<file path="src/rtl/sdram_pkg.sv">
// Shared definitions for the SDRAM user-side clients: address field widths,
// read-streamer FSM encoding and the segment length helper.
package sdram_pkg;

  localparam int BANK_W = 2;
  localparam int ROW_W  = 13;
  localparam int COL_W  = 9;
  localparam int LEN_W  = 24;

  typedef enum logic [2:0] {
    ST_IDLE    = 3'd0,
    ST_LOAD    = 3'd1,
    ST_STREAM  = 3'd2,
    ST_SEG_END = 3'd3,
    ST_FLUSH   = 3'd4
  } rd_state_e;

  // Smaller of two word counts; used to clip a segment to the words left.
  function automatic logic [LEN_W-1:0] min_len(input logic [LEN_W-1:0] a,
                                               input logic [LEN_W-1:0] b);
    if (a < b) begin
      min_len = a;
    end else begin
      min_len = b;
    end
  endfunction

endpackage

</file>
<file path="src/rtl/sdram_skid2.sv">
// Two-entry valid/ready skid buffer with bypass: when empty, an incoming word
// is presented downstream in the same cycle and only stored if not accepted.
// The producer must never push while the buffer holds two words.
module sdram_skid2 #(
  parameter int W = 17
) (
  input  logic         clk_rw,
  input  logic         rst,
  input  logic         in_valid,
  input  logic [W-1:0] in_data,
  output logic         out_valid,
  output logic [W-1:0] out_data,
  input  logic         out_ready,
  output logic [1:0]   count
);

  logic [W-1:0] mem_r [2];
  logic         rd_ptr_r;
  logic [1:0]   count_r;
  logic         wr_ptr_s;
  logic         store_s;
  logic         pop_buf_s;

  // Front of buffer if occupied, otherwise pass the incoming word through
  always_comb begin
    out_valid = 1'b0;
    out_data  = {W{1'b0}};
    if (count_r != 2'd0) begin
      out_valid = 1'b1;
      out_data  = mem_r[rd_ptr_r];
    end else if (in_valid) begin
      out_valid = 1'b1;
      out_data  = in_data;
    end else begin
      out_valid = 1'b0;
      out_data  = {W{1'b0}};
    end
  end

  // Store unless the word bypasses straight out; pop only stored words
  always_comb begin
    wr_ptr_s  = rd_ptr_r ^ count_r[0];
    pop_buf_s = out_ready && (count_r != 2'd0);
    if (in_valid && !((count_r == 2'd0) && out_ready)) begin
      store_s = 1'b1;
    end else begin
      store_s = 1'b0;
    end
  end

  // Storage, read pointer and occupancy
  always_ff @(posedge clk_rw or posedge rst) begin
    if (rst) begin
      mem_r[0] <= {W{1'b0}};
      mem_r[1] <= {W{1'b0}};
      rd_ptr_r <= 1'b0;
      count_r  <= 2'd0;
    end else begin
      if (store_s) begin
        mem_r[wr_ptr_s] <= in_data;
      end
      if (pop_buf_s) begin
        rd_ptr_r <= ~rd_ptr_r;
      end
      count_r <= count_r + {1'b0, store_s} - {1'b0, pop_buf_s};
    end
  end

  assign count = count_r;

endmodule

</file>
<file path="src/rtl/sdram_rd_streamer.sv">
// Read-side client of sdram_mcb: splits one read job into rd_load segments,
// drains the MCB read FIFO and presents the words as a valid/ready stream
// with last-word marking.
// Optional MCB protocol checking on err: define SDRAM_RD_STREAMER_CHK_EN.
module sdram_rd_streamer
  import sdram_pkg::*;
#(
  parameter int ADDR_W  = 24,
  parameter int DATA_W  = 16,
  parameter int SEG_LEN = 256
) (
  input  logic              clk_rw,
  input  logic              rst,
  input  logic              start,
  input  logic [ADDR_W-1:0] base_addr,
  input  logic [23:0]       total_len,
  output logic              busy,
  output logic              done,
  output logic              rd_load,
  output logic [ADDR_W-1:0] rd_addr,
  output logic [23:0]       rd_length,
  output logic              rd_req,
  input  logic [DATA_W-1:0] mcb_dout,
  input  logic              rd_fifo_empty,
  input  logic              rd_done,
  input  logic              rd_underrun,
  output logic              m_valid,
  output logic [DATA_W-1:0] m_data,
  output logic              m_last,
  input  logic              m_ready,
  output logic              err
);

  localparam logic [23:0] SEG_LEN_L = 24'(SEG_LEN);

  rd_state_e         state_r, state_s;
  logic [ADDR_W-1:0] seg_addr_r, seg_addr_s;
  logic [23:0]       remain_r, remain_s;
  logic [23:0]       seg_len_r, seg_len_s;
  logic [23:0]       pull_cnt_r, pull_cnt_s;
  logic              rd_done_seen_r, rd_done_seen_s;
  logic              inflight_r;
  logic              inflight_last_r;
  logic              rd_req_s;
  logic              last_pull_s;
  logic              done_s;
  logic [1:0]        skid_cnt_s;
  logic              skid_valid_s;
  logic [DATA_W:0]   skid_out_s;

  // Next-state, segment bookkeeping and FIFO pop decision
  always_comb begin
    state_s        = state_r;
    seg_addr_s     = seg_addr_r;
    remain_s       = remain_r;
    seg_len_s      = seg_len_r;
    pull_cnt_s     = pull_cnt_r;
    rd_done_seen_s = rd_done_seen_r;
    rd_req_s       = 1'b0;
    done_s         = 1'b0;
    case (state_r)
      ST_IDLE: begin
        if (start && (total_len != 24'd0)) begin
          seg_addr_s = base_addr;
          remain_s   = total_len;
          seg_len_s  = min_len(SEG_LEN_L, total_len);
          state_s    = ST_LOAD;
        end else begin
          state_s = ST_IDLE;
        end
      end
      ST_LOAD: begin
        pull_cnt_s     = 24'd0;
        rd_done_seen_s = 1'b0;
        state_s        = ST_STREAM;
      end
      ST_STREAM: begin
        // The word requested now lands one cycle later; never let it overflow
        if (!rd_fifo_empty && (pull_cnt_r < seg_len_r) &&
            (({1'b0, skid_cnt_s} + {2'b00, inflight_r}) < 3'd2)) begin
          rd_req_s   = 1'b1;
          pull_cnt_s = pull_cnt_r + 24'd1;
        end else begin
          rd_req_s   = 1'b0;
          pull_cnt_s = pull_cnt_r;
        end
        // rd_done may precede or follow the last pull, so remember it
        if (rd_done) begin
          rd_done_seen_s = 1'b1;
        end else begin
          rd_done_seen_s = rd_done_seen_r;
        end
        if ((pull_cnt_r == seg_len_r) && (rd_done_seen_r || rd_done)) begin
          state_s = ST_SEG_END;
        end else begin
          state_s = ST_STREAM;
        end
      end
      ST_SEG_END: begin
        seg_addr_s = seg_addr_r + ADDR_W'(seg_len_r);
        remain_s   = remain_r - seg_len_r;
        if (remain_r > seg_len_r) begin
          seg_len_s = min_len(SEG_LEN_L, remain_r - seg_len_r);
          state_s   = ST_LOAD;
        end else begin
          state_s = ST_FLUSH;
        end
      end
      ST_FLUSH: begin
        if (!skid_valid_s) begin
          done_s  = 1'b1;
          state_s = ST_IDLE;
        end else begin
          state_s = ST_FLUSH;
        end
      end
      default: begin
        state_s = ST_IDLE;
      end
    endcase
  end

  // The final pull of the final segment carries the job's last word
  always_comb begin
    if ((remain_r == seg_len_r) && (pull_cnt_r == (seg_len_r - 24'd1))) begin
      last_pull_s = 1'b1;
    end else begin
      last_pull_s = 1'b0;
    end
  end

  // State and segment registers; reset aborts any job in progress
  always_ff @(posedge clk_rw or posedge rst) begin
    if (rst) begin
      state_r         <= ST_IDLE;
      seg_addr_r      <= {ADDR_W{1'b0}};
      remain_r        <= 24'd0;
      seg_len_r       <= 24'd0;
      pull_cnt_r      <= 24'd0;
      rd_done_seen_r  <= 1'b0;
      inflight_r      <= 1'b0;
      inflight_last_r <= 1'b0;
    end else begin
      state_r         <= state_s;
      seg_addr_r      <= seg_addr_s;
      remain_r        <= remain_s;
      seg_len_r       <= seg_len_s;
      pull_cnt_r      <= pull_cnt_s;
      rd_done_seen_r  <= rd_done_seen_s;
      inflight_r      <= rd_req_s;
      inflight_last_r <= rd_req_s && last_pull_s;
    end
  end

  sdram_skid2 #(
    .W (DATA_W + 1)
  ) u_skid (
    .clk_rw    (clk_rw),
    .rst       (rst),
    .in_valid  (inflight_r),
    .in_data   ({inflight_last_r, mcb_dout}),
    .out_valid (skid_valid_s),
    .out_data  (skid_out_s),
    .out_ready (m_ready),
    .count     (skid_cnt_s)
  );

  assign busy      = (state_r != ST_IDLE);
  assign done      = done_s;
  assign rd_load   = (state_r == ST_LOAD);
  assign rd_addr   = seg_addr_r;
  assign rd_length = seg_len_r;
  assign rd_req    = rd_req_s;
  assign m_valid   = skid_valid_s;
  assign m_data    = skid_out_s[DATA_W-1:0];
  assign m_last    = skid_out_s[DATA_W];

`ifdef SDRAM_RD_STREAMER_CHK_EN
  logic err_r;
  logic err_set_s;

  // MCB protocol violations: underrun mid-job, stray or repeated rd_done
  always_comb begin
    err_set_s = 1'b0;
    if (rd_underrun && busy) begin
      err_set_s = 1'b1;
    end else if (rd_done && (state_r != ST_STREAM)) begin
      err_set_s = 1'b1;
    end else if (rd_done && rd_done_seen_r) begin
      err_set_s = 1'b1;
    end else begin
      err_set_s = 1'b0;
    end
  end

  // Sticky error flag, cleared only by reset
  always_ff @(posedge clk_rw or posedge rst) begin
    if (rst) begin
      err_r <= 1'b0;
    end else begin
      err_r <= err_r | err_set_s;
    end
  end

  assign err = err_r;
`else
  logic chk_unused_s;
  assign chk_unused_s = rd_underrun;
  assign err          = 1'b0;
`endif

endmodule

</file>
<file path="config.mk">
export PLATFORM = sky130hd
export DESIGN_NAME = sdram_rd_streamer
export DESIGN_NICKNAME = d
export VERILOG_FILES = /design/src/rtl/sdram_pkg.sv /design/src/rtl/sdram_skid2.sv /design/src/rtl/sdram_rd_streamer.sv
export SDC_FILE = /design/constraint.sdc
export NUM_CORES = 1
export LEC_CHECK = 0
export BUFFER_PORTS_ARGS = -buffer_cell sky130_fd_sc_hd__buf_4
export CORE_MARGIN = 2
export CORE_UTILIZATION = 59
export CTS_CLUSTER_DIAMETER = 120
export CTS_CLUSTER_SIZE = 25
export DETAILED_ROUTE_END_ITERATION = 7
export PLACE_DENSITY = 0.93
export SLEW_MARGIN = 5
export SYNTH_ARGS = -nofsm -noshare
export SYNTH_HDL_FRONTEND = slang
export SYNTH_SLANG_ARGS = --single-unit
</file>
<file path="constraint.sdc">
create_clock -name clk_rw -period 5.1 [get_ports clk_rw]
set_input_delay 0.255 -clock clk_rw [delete_from_list [all_inputs] [get_ports clk_rw]]
set_output_delay 0.255 -clock clk_rw [all_outputs]
set_load 0.05 [all_outputs]
</file>
==> results.ini <==
[drt]
wl_per_cell_um = 19.82
drcViolationCount = 0
detail-route-antenna-nets = 0
totalWireLength_um = 30240
drt_iter0_markers = 940
vias = 10010
via_per_inst = 6.559
first_pass_iters = 5

[critical_path]
critPathRequiredTime_ps = 5420
critPathMaxFanout = 8
crit_type = register to register
endpoint_kind = register
cp.arrival_ps = 4680
worstSetupStartpointType = register

[clock_tree]
hold_buffers = 0
clkSinkCount = 139
numCtsBuffers = 17
clk_pin_slew_ps = 60
h-tree-depth = 4
clock_latency_ps = 430
clock_path_buffers = 2
cts_resized = 0
post-cts-setup-buffers = 0
ctsRootBufferMaster = clkbuf_16
cts_tree = done

[layout]
area_growth_pct = 17.82
register_area_sq_mm = 0.003478
drive_above_1_share = 0.1899
diodes = 0
final_cells = 1526
fin_area_sq_mm = 0.01202
multiInputGateArea_sq_mm = 0.006360
fillers = 1245
finalNetCount = 1436

[yosys]
async_flop_share = 1.000
yosysMostFrequentCell = dfrtp_1
synth_area_per_cell_sq_um = 8.720
ys.flop_type = dfrtp_1
synth_top_area_share = 0.3409
synth_seq_cells = 139
syn-cell-area_sq_mm = 0.01020
synth_nets = 1318
synth_top_area_cell = dfrtp_1
synthTopCellsByArea = dfrtp_1 (34%), ha_1 (9.2%), nand2_1 (4.6%), mux2_2 (4.0%), xnor2_1 (3.9%)
synth_cell_types = 78
synth_enable_flop_cells = 0
yosys_warnings = 0
ys_seq_area_frac = 0.3409
syn_inst = 1170
ys_top_cells_by_count = dfrtp_1 (139), nand2_1 (124), nor2_1 (82)

[floorplanning]
core_sq_mm = 0.01712
die_area_sq_mm = 0.01836
ios = 142
die_w_um = 135.5
num_rows = 48
initial_core_util = 0.5961
die_y_um = 135.5

[timing]
setup_viol = 0
drv_slew = 0
setup_ws_ps = 737.2
tightest_slew_ps = 1181
hold_ws_ps = -5.785
fin_crit_sh = 0.8554
slew_headroom = 0.2119
rsz0062_at_grt = no
skew_ps = 9.199
min_period_ps = 4363
tns_ps = 0
fmax_ghz = 0.2292
hold_viol_final = 2

[power_and_ir_drop]
ir_drop_mv = 0.4256
leakage_nw = 5.590
power_density_mw_per_mm2 = 602.0

[placed_design]
post-place-ws_ps = 882.6
gp_congestion = 0.9811
dp.cells = 1494
portBuffers = 139
dp_hpwl_um = 22380
place_area_sq_mm = 0.01142

[global_routing]
grt_max_degree = 91
gr-total-overflow = 0
grt_use_total = 0.3365
grt_pass1_vias = 9637
grt_pass1_wl_um = 48550
antenna_found_initial = 0

[run_status]
violations = hold timing
status = complete, but fails checks

[hold_path]
hp-class = input pin to asynchronous set/reset pin

[job]
cap_violations = 0

layout make-up:
cell class / instances / share of cell area
clock buffer: 19 / 0.03685
tap: 225 / 0.02342
multi-input combinational: 934 / 0.5291
sequential: 139 / 0.2894
inverter: 46 / 0.01478
timing repair buffer: 150 / 0.09368
clock inverter: 13 / 0.01280
flip-flops by register name, summed over array words and instances (netlist names):
register and count:
rd_addr 24, state_r 3, inflight_last_r 1, pull_cnt_r 24, inflight_r 1, rd_length 24
u_skid.rd_ptr_r 1, u_skid.mem_r 34, u_skid.count 2, rd_done_seen_r 1, remain_r 24
final timing paths:
path,to,slack [ps],cells past startpoint,from
max,rd_length[8],740,11,rd_length[1]
min,rd_addr[23],-6,2,rst
max reg2reg,rd_length[8],740,11,rd_length[1]
min reg2reg,u_skid.mem_r[1],510,1,u_skid.mem_r[1]
max in group asynchronous,pull_cnt_r[21],3960,3,rst
min in group clk_rw,remain_r[20],60,3,total_len[20]
metrics by stage:
stage / utilization / power [W]
4_1_cts: 0.7023 / 0.007150
5_1_grt: 0.7023 / 0.007631
2_1_floorplan: - / 0.004758
6_report: 0.7023 / 0.007236
3_5_place_dp: 0.6674 / 0.005839
3_3_place_gp: 0.6674 / 0.005700
cells by family (layout without fill, tap and decap cells):
| logic type | Yosys count | count (layout) | synth area share |
|---|---|---|---|
| compound gates | 314 | 314 | 0.1982 |
| mux | 56 | 56 | 0.05936 |
| xor+xnor | 82 | 82 | 0.07040 |
| flops | 139 | 139 | 0.3409 |
| other cells | 1 | 1 | 0.0003676 |
| buf+inv | 97 | 228 | 0.03826 |
| simple gates | 404 | 404 | 0.1966 |
| fa+ha+maj | 77 | 77 | 0.09590 |
layer usage:
layer	routed length, um	vias to the layer above	share of wire	GRT usage
li1	-	4532	-	-
met4	1406	0	0.046	0.1597
met1	12210	4808	0.40	0.4311
met5	0	-	0	0
met3	2564	128	0.085	0.07370
met2	14060	541	0.46	0.5448
critical path, stage by stage (launching register included):
cell	delay (ps)
dfrtp_1	480
inv_1	230
fa_1	500
a21o_2	260
a311oi_1	460
nor4_1	170
o31ai_1	440
nand2b_2	100
xor2_1	180
or4b_4	570
or4_4	590
o221a_1	260
layout by cell type, fill, tap and decap left out, drive strengths merged, types with 37 or more instances in the layout:
cell type  count
buf          150
dfrtp        139
xnor2         46
a21oi         74
o21ai         78
nand3         48
nand2        124
inv           53
a21o          37
ha            75
nor2          82
report_power, final:
| group | switching [W] | internal [W] | leakage (nW) |
|---|---|---|---|
| clock network | 0.000533 | 0.000746 | 0.286 |
| registers | 0.000317 | 0.00147 | 1.76 |
| logic | 0.00268 | 0.00149 | 3.54 |
No activity file was read; power rests on OpenSTA's default activity.
